==> config.mk <==
export PLATFORM = sky130hd
export DESIGN_NAME = riscv_irq_ctrl
export DESIGN_NICKNAME = d
export VERILOG_FILES = /design/src/rtl/riscv_irq_ctrl.sv
export SDC_FILE = /design/constraint.sdc
export NUM_CORES = 1
export LEC_CHECK = 0
export BUFFER_PORTS_ARGS = -buffer_cell sky130_fd_sc_hd__buf_2
export CAP_MARGIN = 10
export CORE_MARGIN = 5
export CORE_UTILIZATION = 34
export CTS_CLUSTER_SIZE = 20
export DETAILED_ROUTE_END_ITERATION = 16
export GPL_TIMING_DRIVEN = 1
export PLACE_DENSITY = 0.85
export REMOVE_ABC_BUFFERS = 1
export SLEW_MARGIN = 40
export SYNTH_ARGS = -nofsm -noshare
export SYNTH_HDL_FRONTEND = slang
export SYNTH_SLANG_ARGS = --single-unit
==> constraint.sdc <==
create_clock -name clk_i -period 2.3 [get_ports clk_i]
set_input_delay 0.69 -clock clk_i [delete_from_list [all_inputs] [get_ports clk_i]]
set_output_delay 0.69 -clock clk_i [all_outputs]
set_load 0.1 [all_outputs]
==> src/rtl/riscv_irq_ctrl.sv <==
// Fixed-priority, non-nesting interrupt controller between level-sensitive peripherals and the core trap port.
// Latency: pend->req 1 cycle, mret->ack 1 cycle; the request is held while the core stalls, and new pends wait until IDLE.
module riscv_irq_ctrl #(
  parameter int IRQ_NUM    = 16,
  parameter int CAUSE_BASE = 16,
  localparam int IDX_W     = (IRQ_NUM > 1) ? $clog2(IRQ_NUM) : 1
) (
  input  logic               clk_i,
  input  logic               rst_i,
  input  logic [IRQ_NUM-1:0] irq_i,
  input  logic [IRQ_NUM-1:0] mie_i,
  input  logic               stall_i,
  input  logic               irq_ret_i,
  output logic               irq_req_o,
  output logic [31:0]        irq_cause_o,
  output logic [IRQ_NUM-1:0] irq_ack_o,
  output logic               busy_o
);

  typedef enum logic [1:0] {
    IDLE = 2'd0,
    REQ  = 2'd1,
    SERV = 2'd2,
    ACK  = 2'd3
  } state_t;

  state_t             state_q, state_d;
  logic [IDX_W-1:0]   idx_q, idx_d;
  logic [IRQ_NUM-1:0] pend;
  logic [IDX_W-1:0]   sel;

  assign pend = irq_i & mie_i;

  // Scan from the top so the lowest set bit is the one left in sel.
  always_comb begin
    sel = '0;
    for (int i = IRQ_NUM - 1; i >= 0; i--) begin
      if (pend[i]) sel = IDX_W'(i);
    end
  end

  always_ff @(posedge clk_i or negedge rst_i) begin
    if (!rst_i) begin
      state_q <= IDLE;
      idx_q   <= '0;
    end else begin
      state_q <= state_d;
      idx_q   <= idx_d;
    end
  end

  always_comb begin
    state_d = state_q;
    idx_d   = idx_q;
    case (state_q)
      IDLE: begin
        if (|pend) begin
          idx_d   = sel;
          state_d = REQ;
        end
      end
      REQ:  if (!stall_i) state_d = SERV;
      SERV: if (irq_ret_i) state_d = ACK;
      ACK:  state_d = IDLE;
      default: state_d = IDLE;
    endcase
  end

  // Outputs depend only on the registered state and index.
  always_comb begin
    irq_req_o   = (state_q == REQ);
    busy_o      = (state_q != IDLE);
    irq_cause_o = '0;
    irq_ack_o   = '0;
    if (state_q != IDLE) irq_cause_o = {1'b1, 31'(CAUSE_BASE) + 31'(idx_q)};
    for (int i = 0; i < IRQ_NUM; i++) begin
      irq_ack_o[i] = (state_q == ACK) && (idx_q == IDX_W'(i));
    end
  end

endmodule

Yosys cells after proc, flatten, opt, wreduce, memory -nomap -nowiden
Cells that the tools add are included.
{"block": "classes", "addsub": 1, "eq_ne": 21, "muxes": 21, "bitwise_logic": 1, "n_reduce_logical": 22}
{"op": "$mux W4", "n": 16}
{"op": "$eq A4 B4 Y1 const B", "n": 8}
{"op": "$mux W32", "n": 1}
{"op": "$and A16 B16 Y16", "n": 1}
{"op": "$eq A4 B3 Y1 const B", "n": 4}
{"op": "$logic_and A1 B1 Y1", "n": 16}
{"op": "$reduce_or A16 Y1", "n": 1}
{"op": "$eq A4 B2 Y1 const B", "n": 2}
{"op": "$pmux W2 S4", "n": 1}
{"op": "$add A5 B4 Y6 const A", "n": 1}
{"op": "$mux W2", "n": 3}
{"op": "$ne A2 B2 Y1 const B", "n": 3}
{"op": "$eq A2 B2 Y1 const B", "n": 2}
{"op": "$eq A4 B1 Y1 const B", "n": 1}
{"op": "$logic_not A4 Y1", "n": 1}
{"op": "$reduce_and A3 Y1", "n": 1}
{"op": "$eq A2 B1 Y1 const B", "n": 1}
{"op": "$logic_not A2 Y1", "n": 1}
{"op": "$reduce_and A2 Y1", "n": 1}
{"op": "$reduce_bool A2 Y1", "n": 1}
{"block": "totals", "regBits": 6, "input_bits": 36, "out_inout_bits": 50, "elab_cells": 68}

Logic depth before layout (Yosys ltp)
{"block": "depth", "ltp_word": 17, "depth_mapped": 6, "ltp_nobuf": 5}

Worst setup path after synthesis
OpenSTA, ideal clock, no wires.
{"block": "synth_path", "kind": "reg-to-output", "startpoint": "reg state_q[0]", "endpoint": "out irq_ack_o[0]", "arrival_ns": 3.094, "required_time_ns": 1.610, "path_slack_ns": -1.484, "path_stages_with_launch": 4, "n_path_buf": 0, "cell_sequence": "dfrtp_1 -> ha_1 -> or3b_2 -> nor3_1"}
{"block": "synth_between", "elab_chain_len": 2}
{"item": "start, declared", "line_no": "27", "text": "state_t state_q, state_d;"}
{"item": "start signal, assigned", "line_no": "47", "text": "state_q <= state_d;"}
{"item": "$eq A2 B2 Y1", "line_no": "77", "text": "irq_ack_o[i] = (state_q == ACK) && (idx_q == IDX_W'(i));"}
{"item": "$logic_and A1 B1 Y1", "line_no": "77"}
{"item": "end, declared", "line_no": "16", "text": "output logic [IRQ_NUM-1:0] irq_ack_o,"}
No other way between the ends.

Worst setup path in the final report
Ends and elaborated chain as after synthesis.

==> impl_metrics.py <==
metrics = {
    "detailed_routing": {
        "vias_per_cell": 4.80,
        "firstDrtPassIters": 4,
        "postRouteAntennaNets": 0,
        "drtIter0Drc": 33,
        "drc": 0,
        "vias": 1076,
        "wire_per_inst_um": 11.9,
        "drt-total-wl_um": 2670,
    },
    "clocking": {
        "cts_tree": "done",
        "htree_levels": 1,
        "clock-sinks": 6,
        "cts_root_buf": "clkbuf_4",
        "insertion_delay_ns": 0.23,
        "path_clk_slew_ns": 0.04,
        "cts_buffers": 3,
        "clockBufferDepth": 2,
    },
    "setup_path": {
        "slowest_stage": "or3b_4",
        "cp_top_family": "simple AND/OR/NAND/NOR gates",
        "cpPeakStageDelay_ns": 0.44,
        "r2r_slack_ns": 0.26,
        "critical_path_depth": 4,
        "cp_max_fo": 4,
        "worst-path-buf-inv": 1,
        "crit_required_ns": 1.61,
        "cp-start-kind": "flip-flop",
        "rr_worst_depth": 7,
        "crit_type": "reg2out",
        "cp-end-kind": "output port",
        "worstPathCellList": "ha_1 -> or3b_4 -> nor3_4 -> buf_12",
        "critPathArrivalTime_ns": 1.56,
    },
    "synth": {
        "synth_cells": 132,
        "yosysWarnings": 0,
        "synth_top_cell_area_share_pct": 22.6,
        "synth-async-reset-ratio_pct": 100,
        "ys_ff_latch": 6,
        "synth-edff-count": 0,
        "yosysSeqAreaShare_pct": 16.1,
        "yosysTopAreaCell": "buf_4",
        "netlist_area_um2": 931,
        "postSynthAreaPerCell_um2": 7.05,
        "yosys-top-cells-area": "buf_4, dfrtp_1, nand2_1",
        "ys.flop_type": "dfrtp_1",
        "yosysUniqueCellTypes": 33,
    },
    "floorplan": {
        "die_y_um": 62.3,
        "dieArea_um2": 3880,
        "die_w_um": 62.3,
        "rows": 19,
        "pin_count": 86,
        "initial_core_util_pct": 34.7,
        "core_area_um2": 2690,
    },
    "pwr": {
        "power.leakage_nw": 0.767,
        "ir_drop_mv": 0.950,
        "power_mw": 2.26,
        "powerDensity_nw_per_um2": 1410,
    },
    "placement": {
        "gp_congestion": 0.815,
        "dp_hpwl_um": 2420,
        "pre_cts_slack_ns": 0.0708,
        "numPortBuffers": 59,
        "place_area_um2": 1510,
        "place_inst": 220,
    },
    "layout": {
        "finalNonFillerCells": 224,
        "final_util_pct": 59.6,
        "area_delta_synth_final_pct": 71.9,
        "final_area_um2": 1600,
        "n_antenna_cell": 0,
        "drive_gt1_share_pct": 42.0,
        "nNetsFinal": 235,
    },
    "sta": {
        "finalSetupViolCount": 0,
        "rsz0062_at_grt": "yes",
        "post-route-period-util_pct": 97.6,
        "hold_viol_final": 0,
        "final.setup.tns_ns": 0,
        "finalCriticalPeriod_ns": 2.25,
        "finClkSkew_ns": 0.00168,
        "holdWs_ns": 0.270,
        "max_freq_ghz": 0.445,
        "fin_ws_ns": 0.0546,
        "finalMaxSlewViolations": 0,
    },
    "global_routing": {
        "antenna_found_initial": 0,
        "gr-total-overflow": 0,
        "grt_pass1_wl_um": 4530,
        "grt_max_degree": 11,
        "grt_pass1_vias": 1125,
        "track_usage_pct": 13.5,
    },
    "job": {
        "cap_violations": 0,
    },
    "worst_hold_path": {
        "hold_path.class": "in2async",
    },
    "outcome": {
        "status": "finished, final reports clean",
    },
}
cell usage after synthesis (all sizes together), types with 2 or more instances:
| master | count |
|---|---|
| inv | 3 |
| ha | 4 |
| nor2 | 13 |
| nand3 | 5 |
| nor3 | 4 |
| and2 | 2 |
| o21ai | 4 |
| dfrtp | 6 |
| buf | 28 |
| clkbuf | 3 |
| o31ai | 2 |
| nor2b | 4 |
| a31oi | 2 |
| a21oi | 4 |
| nand2 | 23 |
| nand3b | 2 |
| nand2b | 3 |
| nand4 | 3 |
| a22oi | 6 |
where the power goes:
| group | leakage, nW | internal [mW] | switching (mW) | total, mW |
|---|---|---|---|---|
| registers | 0.0727 | 0.160 | 0.0846 | 0.244 |
| logic | 0.680 | 0.625 | 1.30 | 1.92 |
| clock network | 0.0138 | 0.0587 | 0.0330 | 0.0917 |
| total | 0.767 | 0.843 | 1.41 | 2.26 |
layout by cell type (no fill, tap or decap), types with 4 or more instances in the layout:
cell / count
nor2b_1: 4
buf_2: 36
conb_1: 26
o21ai_0: 4
buf_12: 23
a21oi_1: 4
nand2_1: 22
a22oi_1: 4
nor2_1: 10
buf_4: 5
dfrtp_1: 6
nand3_1: 5
per-layer routing:
metal  GRT usage [%]  up-vias  part of all wire (%)
li1                -      525                     -
met1            14.9      482                    37
met2            24.2       61                    51
met3            2.70        8                   8.9
met4            6.37        0                   2.8
met5               0        -                     0
path summary, 6_finish.rpt:
kind / start / end
worst max-delay path: state_q[0] / irq_ack_o[0]
worst min-delay path: rst_i / state_q[0]
worst max register to register: state_q[0] / state_q[1]
worst min register to register: state_q[1] / state_q[1]
max in group asynchronous: rst_i / idx_q[2]
min in group clk_i: state_q[1] / state_q[1]
state kept, by name, indices dropped and copies added (netlist names):
name and cells:
idx_q 4, state_q 2
timing repair:
action                     4_1_cts  5_1_grt
pin swaps                        0        0
hold buffers                     0        0
buffers inserted                 0        1
setup endpoints to repair        7        9
resized for setup                8        5
cell type report:
| cell class | count | area (um2) |
|---|---|---|
| fill | 245 | 1090 |
| multi-input combinational | 117 | 696 |
| timing repair buffer | 64 | 678 |
| sequential | 6 | 150 |
| tap | 31 | 38.8 |
| clock buffer | 3 | 22.5 |
| inverter | 3 | 15.0 |
kinds of logic after synthesis:
group	Yosys count	synth area share [%]
DFF	6	16.1
buffers and inverters	34	25.0
adders and majority gates	4	5.38
other	1	0.403
muxes	1	1.61
AOI/OAI and AO/OA	25	20.6
and+or+nand+nor	61	30.9
Note: power is estimated with default switching activity, not from simulation.
